File: src/rtl/explosion_pkg.sv
// Shared constants, state type and address helper for the explosion sprite controller.
package explosion_pkg;

    localparam int SPRITE_W   = 32;
    localparam int SPRITE_H   = 32;
    localparam int NUM_FRAMES = 8;
    localparam int FRAME_HOLD = 4;

    localparam int FRAME_PIX = SPRITE_W * SPRITE_H;
    localparam int ADDR_W    = $clog2(FRAME_PIX * NUM_FRAMES);
    localparam int FRAME_W   = (NUM_FRAMES > 1) ? $clog2(NUM_FRAMES) : 1;
    localparam int HOLD_W    = (FRAME_HOLD > 1) ? $clog2(FRAME_HOLD) : 1;

    localparam logic [FRAME_W-1:0] FRAME_LAST = FRAME_W'(NUM_FRAMES - 1);
    localparam logic [HOLD_W-1:0]  HOLD_LAST  = HOLD_W'(FRAME_HOLD - 1);

    // Dark background colour of the explosion artwork
    localparam logic [3:0] TRANSPARENT_INDEX = 4'd1;

    typedef enum logic {IDLE, PLAY} state_t;

    // ROM address of pixel (dx,dy) inside the given animation frame
    function automatic logic [ADDR_W-1:0] sprite_addr(input logic [FRAME_W-1:0] frame,
                                                      input logic [10:0] dx,
                                                      input logic [10:0] dy);
        return ADDR_W'(int'(frame) * FRAME_PIX + int'(dy) * SPRITE_W + int'(dx));
    endfunction

endpackage

File: src/rtl/explosion_frame_timer.sv
// Animation timebase: detects vsync falling edges and counts hold/frame,
// flagging the tick that ends the final animation frame.
module explosion_frame_timer
    import explosion_pkg::*;
(
    input  logic               clk,
    input  logic               rst,
    input  logic               vs,
    input  logic               clear,
    input  logic               run,
    output logic [FRAME_W-1:0] frame,
    output logic               last_tick
);

    logic              vs_prev;
    logic              tick;
    logic [HOLD_W-1:0] hold;

    assign tick      = vs_prev & ~vs;
    assign last_tick = run & tick & (frame == FRAME_LAST) & (hold == HOLD_LAST);

    // Previous vsync level for falling-edge detection (idle high)
    always_ff @(posedge clk) begin
        if (rst) vs_prev <= 1'b1;
        else     vs_prev <= vs;
    end

    // Hold and frame counters advance only while the animation plays
    always_ff @(posedge clk) begin
        if (rst || clear) begin
            hold  <= '0;
            frame <= '0;
        end else if (run && tick) begin
            if (hold == HOLD_LAST) begin
                hold  <= '0;
                frame <= frame + 1'b1;
            end else begin
                hold <= hold + 1'b1;
            end
        end
    end

endmodule

File: src/rtl/explosion_sprite_ctrl.sv
// Explosion sprite controller: plays the 8-frame explosion at a latched
// position and streams ROM colour indices to the palette, 3-cycle latency.
// Optional build macro EXPLOSION_TRANSPARENT_EN: ROM index TRANSPARENT_INDEX
// is treated as see-through (pix_on=0, pix_index=0).
module explosion_sprite_ctrl
    import explosion_pkg::*;
(
    input  logic              Clk,
    input  logic              Reset,
    input  logic              vs,
    input  logic              trigger,
    input  logic [9:0]        trig_x,
    input  logic [9:0]        trig_y,
    input  logic [9:0]        DrawX,
    input  logic [9:0]        DrawY,
    output logic [ADDR_W-1:0] rom_addr,
    input  logic [3:0]        rom_data,
    output logic [3:0]        pix_index,
    output logic              pix_on,
    output logic              busy,
    output logic              done
);

    state_t             state_q, state_d;
    logic               start;
    logic [9:0]         pos_x, pos_y;
    logic [FRAME_W-1:0] frame;
    logic               last_tick;
    logic               in_box_p0;
    logic [10:0]        dx_p0, dy_p0;
    logic               vld_p1, vld_p2;
    logic               opaque_p2;

    explosion_frame_timer u_timer (
        .clk       (Clk),
        .rst       (Reset),
        .vs        (vs),
        .clear     (start),
        .run       (state_q == PLAY),
        .frame     (frame),
        .last_tick (last_tick)
    );

    assign busy = (state_q == PLAY);

    // State register
    always_ff @(posedge Clk) begin
        if (Reset) state_q <= IDLE;
        else       state_q <= state_d;
    end

    // Next state: triggers only honoured from IDLE; final tick returns to IDLE
    always_comb begin
        state_d = state_q;
        start   = 1'b0;
        case (state_q)
            IDLE: if (trigger) begin
                start   = 1'b1;
                state_d = PLAY;
            end
            PLAY: if (last_tick) state_d = IDLE;
            default: state_d = IDLE;
        endcase
    end

    // Sprite position captured with the accepted trigger
    always_ff @(posedge Clk) begin
        if (start) begin
            pos_x <= trig_x;
            pos_y <= trig_y;
        end
    end

    // Completion pulse, one cycle after the final tick
    always_ff @(posedge Clk) begin
        if (Reset) done <= 1'b0;
        else       done <= last_tick;
    end

    // ---- stage p0: box test in 11 bits so x+SPRITE_W cannot wrap ----
    assign dx_p0 = {1'b0, DrawX} - {1'b0, pos_x};
    assign dy_p0 = {1'b0, DrawY} - {1'b0, pos_y};
    assign in_box_p0 = (state_q == PLAY)
                     && ({1'b0, DrawX} >= {1'b0, pos_x})
                     && ({1'b0, DrawX} <  {1'b0, pos_x} + 11'(SPRITE_W))
                     && ({1'b0, DrawY} >= {1'b0, pos_y})
                     && ({1'b0, DrawY} <  {1'b0, pos_y} + 11'(SPRITE_H));

    // ---- stage p1: ROM address register, in-box flag travels alongside ----
    always_ff @(posedge Clk) begin
        if (Reset) begin
            rom_addr <= '0;
            vld_p1   <= 1'b0;
        end else begin
            rom_addr <= in_box_p0 ? sprite_addr(frame, dx_p0, dy_p0) : '0;
            vld_p1   <= in_box_p0;
        end
    end

    // ---- stage p2: wait for the synchronous ROM read ----
    always_ff @(posedge Clk) begin
        if (Reset) vld_p2 <= 1'b0;
        else       vld_p2 <= vld_p1;
    end

`ifdef EXPLOSION_TRANSPARENT_EN
    assign opaque_p2 = (rom_data != TRANSPARENT_INDEX);
`else
    assign opaque_p2 = 1'b1;
`endif

    // ---- stage p3: palette outputs, zero when off-sprite ----
    always_ff @(posedge Clk) begin
        if (Reset) begin
            pix_on    <= 1'b0;
            pix_index <= 4'd0;
        end else begin
            pix_on    <= vld_p2 & opaque_p2;
            pix_index <= (vld_p2 && opaque_p2) ? rom_data : 4'd0;
        end
    end

endmodule

File: config.mk
export PLATFORM = sky130hd
export DESIGN_NAME = explosion_sprite_ctrl
export DESIGN_NICKNAME = d
export VERILOG_FILES = /design/src/rtl/explosion_pkg.sv /design/src/rtl/explosion_frame_timer.sv /design/src/rtl/explosion_sprite_ctrl.sv
export SDC_FILE = /design/constraint.sdc
export NUM_CORES = 1
export LEC_CHECK = 0
export ABC_AREA = 1
export BUFFER_PORTS_ARGS = -buffer_cell sky130_fd_sc_hd__buf_2
export CORE_UTILIZATION = 50
export CTS_CLUSTER_SIZE = 30
export DETAILED_ROUTE_END_ITERATION = 10
export GPL_ROUTABILITY_DRIVEN = 0
export PLACE_DENSITY = 0.77
export SYNTH_ARGS = -nofsm -noshare
export SYNTH_HDL_FRONTEND = slang
export SYNTH_SLANG_ARGS = --single-unit
File: constraint.sdc
create_clock -name Clk -period 2.85 [get_ports Clk]
set_input_delay 0.1425 -clock Clk [delete_from_list [all_inputs] [get_ports Clk]]
set_output_delay 0.1425 -clock Clk [all_outputs]
set_load 0.03 [all_outputs]
# Word-level counts from Yosys, hierarchy flattened
# Index checks and enable logic that the tools add are counted.
dict set report totals {
  in_bits 48
  reg_bits 48
  output_inout_bits 20
  word_cells 48
}
dict set report op_classes {
  reduce_logical 9
  n_mux 5
  eq_ne 2
  n_bitwise 8
  n_lt_le_gt_ge 4
  addsub 8
}
# operator count
set op_table {}
lappend op_table {{10-bit by 6-bit adder with 11-bit output, second input constant} 2}
lappend op_table {{10-bit by 11-bit less-than comparator with 1-bit output} 2}
lappend op_table {{10-bit greater-or-equal comparator} 2}
lappend op_table {{13-bit by 11-bit adder with 13-bit output} 1}
lappend op_table {{13-bit adder} 1}
lappend op_table {{10-bit by 10-bit subtractor with 11-bit output} 1}
lappend op_table {{8-bit subtractor} 1}
lappend op_table {{1-bit logical AND} 5}
lappend op_table {{1-bit bitwise AND} 4}
lappend op_table {{1-bit inverter} 4}
lappend op_table {{2-bit OR reduction} 2}
lappend op_table {{3-bit by 1-bit adder with 3-bit output, second input constant} 1}
lappend op_table {{3-bit == test, second input constant} 1}
lappend op_table {{1-bit two-way mux} 3}
lappend op_table {{2-bit by 1-bit adder with 2-bit output, second input constant} 1}
lappend op_table {{2-bit == test, second input constant} 1}
lappend op_table {{2-bit two-way mux} 1}
lappend op_table {{1-bit one-hot mux with 2 select lines} 1}
lappend op_table {{2-bit AND reduction} 1}
lappend op_table {{1-bit logical OR} 1}

# Logic depth before layout (Yosys ltp)
# Gate-level depths: netlist (run 1).
dict set report logic_depth {
  depth_word 7
  mapped_depth 22
  ltp_nobuf 22
}

# Modules after synthesis
# A second synthesis (run 1) with hierarchy kept.
dict set report hier_totals {
  hier_cells 408
  hier_area_um2 3289.4
}
# mod n_inst area_each_um2 seq_area_each_um2 cells_per_inst
set modules_own_cells {}
lappend modules_own_cells {explosion_sprite_ctrl 1 2970.3 1041.0 363}
lappend modules_own_cells {explosion_frame_timer 1 319.1 120.1 45}

# Worst setup path before layout (run 1)
# OpenSTA, ideal clock, no wires.
dict set report synth_path {
  path_kind {register to register}
  start {register pos_x[0]}
  end {register rom_addr[12]}
  setup_time_ps 112
  t_required_ps 2738
  path_slack_ps -154
  path_stages_with_launch 21
  n_path_buf 0
  synth_period_minus_slack_ps 3004
  t_arrival_ps 2891
  cell_sequence {edfxtp_1 ha_1 inv_1 fa_1 nand3_1 nand2_1 nand2_1 nand3_1 a221oi_1 fa_1 ha_1 nand2_1 inv_1 a21boi_1 nand2_1 nand2_1 nand2_1 nand2_1 nand2_1 inv_1 nor2_2}
}
dict set report synth_via {
  elab_chain_len 7
  elab_cells_between_ends 11
  classes_between {add/sub (3); order compare (2); bitwise (1); reduce/logical (5)}
}
# element line
set synth_rtl {}
lappend synth_rtl {{start: declaration} explosion_sprite_ctrl.sv:26} ;# logic [9:0] pos_x, pos_y;
lappend synth_rtl {{start signal: assignment} explosion_sprite_ctrl.sv:69} ;# pos_x <= trig_x;
lappend synth_rtl {{10-bit by 6-bit adder with 11-bit output or 10-bit greater-or-equal comparator (tied branches)} {explosion_sprite_ctrl.sv:85, explosion_sprite_ctrl.sv:84}}
lappend synth_rtl {{10-bit by 11-bit less-than comparator with 1-bit output or 1-bit logical AND (tied branches)} {explosion_sprite_ctrl.sv:85, explosion_sprite_ctrl.sv:84}}
lappend synth_rtl {{1-bit logical AND} explosion_sprite_ctrl.sv:85} ;# && ({1'b0, DrawX} < {1'b0, pos_x} + 11'(SPRITE_W))
lappend synth_rtl {{1-bit logical AND} explosion_sprite_ctrl.sv:86} ;# && ({1'b0, DrawY} >= {1'b0, pos_y})
lappend synth_rtl {{1-bit logical AND} explosion_sprite_ctrl.sv:87} ;# && ({1'b0, DrawY} < {1'b0, pos_y} + 11'(SPRITE_H));
lappend synth_rtl {{1-bit inverter (no source line)} --}
lappend synth_rtl {{2-bit OR reduction (no source line)} --}
lappend synth_rtl {{end signal: assignment} explosion_sprite_ctrl.sv:95} ;# rom_addr <= in_box_p0 ? sprite_addr(frame, dx_p0, dy_p0) : '0;
lappend synth_rtl {{end: declaration} explosion_sprite_ctrl.sv:16} ;# output logic [ADDR_W-1:0] rom_addr,
# Parallel ways exist; a longest one is shown, timed or not.
# A chain may end at the register's enable or synchronous reset.

# Final worst setup path (run 1)
# Same ends and word-level chain as after synthesis.

==> results_dict.tcl, run 1 <==
set metrics [dict create \
    hp-class "in -> reg" \
    drt_pass1_iterations 4 \
    antenna_found_initial 0 \
    cpLargestDelayFamily "adder cells" \
    run_status "complete, but fails checks" \
    port_buffers 67 \
    via_count 2579 \
    clk_pin_slew_ns 0.09 \
    cp_common_cell "nand2_1" \
    cts_made_buffers 5 \
    place_ws_ns -0.2359 \
    synth_edf_count 20 \
    synth_fa_ha_area_frac 0.2109 \
    grt_pass1_wl_mm 9.722 \
    p_leak_nw 2.059 \
    wl_per_cell_um 11.74 \
    synth_xor_area_frac 0.06912 \
    syn_to_final_growth_pct 25.91 \
    stdcell_count 537 \
    final_nets 560 \
    grt_pass1_vias 2392 \
    synth-async-reset-ratio 0 \
    synth_cells 365 \
    path_buf_inv 3 \
    crit_slowest_cell "fa_1" \
    relSlewSlack 0.4793 \
    ys_seq_area_frac 0.3665 \
    worst-path-stages 20 \
    ys.flop_type "dfxtp_1" \
    min_period_ns 3.162 \
    synth_top_cell_by_area "edfxtp_1" \
    ioPinCount 68 \
    vias_per_cell 4.803 \
    ys_top_cells_by_area "edfxtp_1 (19%), ha_1 (19%), dfxtp_1 (18%)" \
    grt_util_all_layers 0.1922 \
    dp_cells 524 \
    clk-insertion-delay-late_ns 0.30 \
    min_path_cells 1 \
    cts_buffer_depth 2 \
    skew_ns 0.002658 \
    cts_sinks 48 \
    dieHeight_um 81.60 \
    synth_most_common_cell "nand2_1" \
    p_per_area_nw_per_um2 531.0 \
    ant_nets 0 \
    path_class "reg -> reg" \
    drive_above_1_share 0.3117 \
    cp.required_ns 3.09 \
    synth_cell_types 33 \
    dieWidth_um 81.60 \
    yosys.area_share.simple 0.2042 \
    synth_area_um2 3168 \
    drc 0 \
    synth_fp_nets 464 \
    antenna_cells 0 \
    critPathLaunchType "register" \
    power_mw 2.118 \
    drtIter0Drc 149 \
    die_area_um2 6659 \
    yosys_warnings 0 \
    htreeDepth 2 \
    rsz0062_at_grt "yes" \
    fin_crit_sh 1.110 \
    drv_slew 0 \
    post-dp-hpwl_mm 4.883 \
    synth.area.mux_share 0 \
    synthTopCellsByCount "nand2_1 (68), inv_1 (59), ha_1 (47)" \
    ys_ff_latch 48 \
    finalHoldViolations 0 \
    reg2regPathDepth 20 \
    setup_viol_count_final 4 \
    crit_path_end_kind "register" \
    synth-compound-area-share 0.06833 \
    wl_mm 6.307 \
    path_cells "ha_2 -> inv_2 -> fa_2 -> nand3_2 -> nand2_2 -> nand2_1 -> nand3_2 -> a221oi_4 -> fa_1 -> ha_4 -> nand2_2 -> inv_2 -> nand4_1 -> nand2_1 -> nand2_1 -> nand2_1 -> nand2_1 -> nand2_1 -> inv_2 -> nor2_2" \
    tightestPinTransition_ns 0.7802 \
    crit_path_max_incr_delay_ns 0.51 \
    setup_tns_ns -0.7827 \
    cts_tree "built" \
    gr-total-overflow 0 \
    synth_top_area_frac 0.1896 \
    synth_top_family_by_area "adder cells" \
    max_freq_mhz 316.2 \
    cts_root_buffer "clkbuf_8" \
    start_util 0.5257 \
    drv_cap 0 \
    fin_ws_ns -0.3123 \
    crit_arrival_ns 3.40 \
    vdd_drop_max_v 0.0003332 \
    grt_max_degree 21 \
    violations "setup timing" \
    postSynthAreaPerCell_um2 8.680 \
    std_cell_rows 28 \
    cp_max_fo 2 \
    core_area_um2 6026 \
]
[path summary, 6_finish.rpt]
| path | start | slack [ns] | endpoint |
|---|---|---|---|
| max | pos_x[0]$_DFFE_PP_ | -0.31 | rom_addr[12]$_SDFF_PP0_ |
| min | trig_y[9] | 0.008 | pos_y[9]$_DFFE_PP_ |
| min reg2reg | vld_p1$_SDFF_PP0_ | 0.41 | vld_p2$_SDFF_PP0_ |
| max reg2reg | pos_x[0]$_DFFE_PP_ | -0.31 | rom_addr[12]$_SDFF_PP0_ |
[report_power, final]
group          leakage [nW]  internal (mW)  switching, mW
combinational          1.59          0.454          0.504
clock                0.0479          0.171          0.230
sequential            0.417          0.746         0.0127
total                  2.06           1.37          0.746
[area by class of cell]
type,instances,area (µm²)
fill,484,2037
timing repair buffer,91,520.5
clock inverter,3,18.77
inverter,64,240.2
clock buffer,5,68.82
multi-input combinational,251,1886
sequential,48,1161
tap,75,93.84
[timing repair]
action	4_1_cts	5_1_grt
endpoints found under the setup margin	2	5
gates cloned	0	0
setup buffers	1	2
hold buffers	0	2
endpoints found under the hold margin	0	2
resized for setup	9	13
pin swaps	7	17
[metal layers]
layer	track usage	vias up	routed length, µm	share of wire
li1	-	1367	-	-
met5	0	-	0	0
met1	0.2292	1147	2696	0.43
met4	0.08772	0	140	0.022
met3	0.03000	9	247	0.039
met2	0.3383	56	3222	0.51
[stage by stage]
| stage | hold WS (ns) | util | area (µm²) |
|---|---|---|---|
| floorplan | 0.2137 | - | 3202 |
| global placement | 0.3185 | 0.6235 | 3757 |
| detailed placement | 0.3206 | 0.6235 | 3757 |
| CTS | 0.002015 | 0.6472 | 3900 |
| global route | 0.0002288 | 0.6620 | 3989 |
| finish | 0.008424 | 0.6620 | 3989 |
[layout by cell type (no fill, tap or decap), types with 5 or more instances in the layout]
cell      count
nand3_2       5
nand3_1      17
buf_4        22
ha_1         41
xnor2_1       8
a21oi_1      20
inv_2         6
nor2_1       26
edfxtp_1     20
nand2_1      66
clkbuf_8      5
xor2_1       14
nor2_2       11
dfxtp_1      28
inv_1        56
buf_2        67
[logic make-up after synthesis]
logic type                 after synthesis
and+or+nand+nor                        140
buffers and inverters                   66
xor gates and xnor gates                25
DFF                                     48
adders and majority gates               51
AOI/OAI and AO/OA                       35
[registers in the layout, indices dropped and copies added (netlist names)]
register,flops
pos_y,10
pos_x,10
pix_index,4
u_timer.hold,2
vld_p2,1
u_timer.frame,3
vld_p1,1
busy,1
rom_addr,13
u_timer.vs_prev,1
done,1
pix_on,1
Power figures use the tool's default switching activity.
==> run 2, diff against run 1 <==
Settings changed: CORE_UTILIZATION 50 to 55, PLACE_DENSITY 0.77 to 0.8.
Clock period 2.85 ns to 3.7 ns, I/O delays scaled along.
==> results_dict.tcl, run 2 (synthesis results as in run 1) <==
set metrics [dict create \
    vdd_drop_max_v 0.0001909 \
    regMostFlops "rom_addr" \
    std_cell_rows 27 \
    cts_sinks 48 \
    sw_frac_of_total 0.3397 \
    p_comb_frac 0.373 \
    port_buffers 67 \
    grt_util_all_layers 0.1990 \
    cts_made_buffers 5 \
    syn_to_final_growth_pct 15.84 \
    run_status "finished, final reports clean" \
    cts_resized 0 \
    pwr-share-clk 0.221 \
    finalHoldViolations 0 \
    wl_mm 5.654 \
    drc 0 \
    p_int_mw 0.9523 \
    dieHeight_um 77.90 \
    htreeDepth 2 \
    via_count 2492 \
    grt_pass1_wl_mm 9.618 \
    crit_arrival_ns 3.53 \
    grt_max_degree 21 \
    cts_root_buffer "clkbuf_8" \
    cts_tree "built" \
    drtIter0Drc 85 \
    drv_slew 0 \
    cp_max_fo 3 \
    clk-insertion-delay-late_ns 0.29 \
    switchingPower_mw 0.4900 \
    tightestPinTransition_ns 0.7833 \
    setup_tns_ns 0 \
    fin_crit_sh 0.9034 \
    p_leak_nw 1.929 \
    reg_top3 "rom_addr (13), pos_x (10), pos_y (10)" \
    skew_ns 0.003514 \
    post-dp-hpwl_mm 4.661 \
    cts_buffer_depth 2 \
    layout_commonest_cell "nand2_1" \
    antenna_found_initial 0 \
    grt_pass1_vias 2350 \
    vias_per_cell 4.886 \
    fin_ws_ns 0.3573 \
    ioPinCount 68 \
    p_per_area_nw_per_um2 393.0 \
    place_ws_ns 0.3187 \
    max_freq_mhz 299.2 \
    final_cell_mix "nand2_1 (68), buf_2 (67), inv_1 (59)" \
    dieWidth_um 77.90 \
    critPathLaunchType "register" \
    start_util 0.5718 \
    clk_pin_slew_ns 0.08 \
    min_period_ns 3.343 \
    ctsHoldBuffers 0 \
    core_area_um2 5540 \
    drv_cap 0 \
    crit_path_end_kind "register" \
    cts_setup_buffers 0 \
    ant_nets 0 \
    wl_per_cell_um 11.09 \
    path_class "reg -> reg" \
    power_frac_seq 0.406 \
    relSlewSlack 0.4773 \
    drive_above_1_share 0.2215 \
    cp.required_ns 3.89 \
    setup_viol_count_final 0 \
    rsz0062_at_grt "no" \
    gr-total-overflow 0 \
    final_nets 536 \
    hp-class "in -> reg" \
    drt_pass1_iterations 4 \
    antenna_cells 0 \
    die_area_um2 6068 \
    largest_reg_flops 13 \
]
==> run 2: per-layer routing <==
| metal | global-route usage | share of wire | vias to the layer above |
|---|---|---|---|
| li1 | - | - | 1316 |
| met1 | 0.2388 | 0.45 | 1102 |
| met2 | 0.3442 | 0.49 | 62 |
| met3 | 0.04235 | 0.039 | 12 |
| met4 | 0.08333 | 0.018 | 0 |
| met5 | 0 | 0 | - |
==> run 2: critical path, stage by stage, from the launching register on <==
cell and delay [ns]:
edfxtp_1 0.33, ha_1 0.13, inv_1 0.06, fa_1 0.41
nand3_1 0.09, nand2_1 0.09, nand2_1 0.08, nand3_1 0.10
a221oi_1 0.40, fa_1 0.49, ha_1 0.34, nand2_1 0.07
inv_1 0.04, a21boi_1 0.17, nand2_1 0.08, nand2_1 0.10
nand2_1 0.07, nand2_1 0.05, nand2_1 0.04, inv_1 0.05
nor2_2 0.03
==> run 2: layout make-up <==
| cell class | count | area [µm²] |
|---|---|---|
| fillers | 473 | 1871 |
| clock buffers | 7 | 86.33 |
| multi-input cells | 251 | 1750 |
| repair buffers | 67 | 335.3 |
| clock inverters | 1 | 6.256 |
| flip-flops and latches | 48 | 1161 |
| well taps | 72 | 90.09 |
| inverters | 64 | 240.2 |
==> run 2: path summary, 6_finish.rpt <==
kind                      startpoint                       to  slack, ns  depth (start not counted)
hold / removal             trig_y[1]       pos_y[1]$_DFFE_PP_       0.06                          1
setup reg to reg  pos_x[0]$_DFFE_PP_  rom_addr[12]$_SDFF_PP0_       0.36                         20
hold reg to reg    vld_p1$_SDFF_PP0_        vld_p2$_SDFF_PP0_       0.41                          2
setup / recovery  pos_x[0]$_DFFE_PP_  rom_addr[12]$_SDFF_PP0_       0.36                         20
==> run 2: metrics by stage <==
step / cell area, µm² / hold WS [ns] / power, mW / cells / utilization
5_1_grt: 3670 / 0.04264 / 1.550 / 510 / 0.6624
6_report: 3670 / 0.05882 / 1.442 / 510 / 0.6624
4_1_cts: 3670 / 0.05236 / 1.452 / 510 / 0.6624
3_3_place_gp: 3577 / 0.3616 / 1.113 / 502 / 0.6457
3_5_place_dp: 3577 / 0.3631 / 1.131 / 502 / 0.6457
2_1_floorplan: 3168 / 0.2562 / 1.015 / 365 / -
==> run 2: power groups by stage <==
stage	Clock [mW]	Combinational, mW	Sequential (mW)
after CTS	0.327	0.539	0.586
after detailed placement	0	0.532	0.599
after global placement	0	0.515	0.598
final	0.318	0.538	0.586
after floorplan	0	0.412	0.604
after global routing	0.353	0.608	0.589
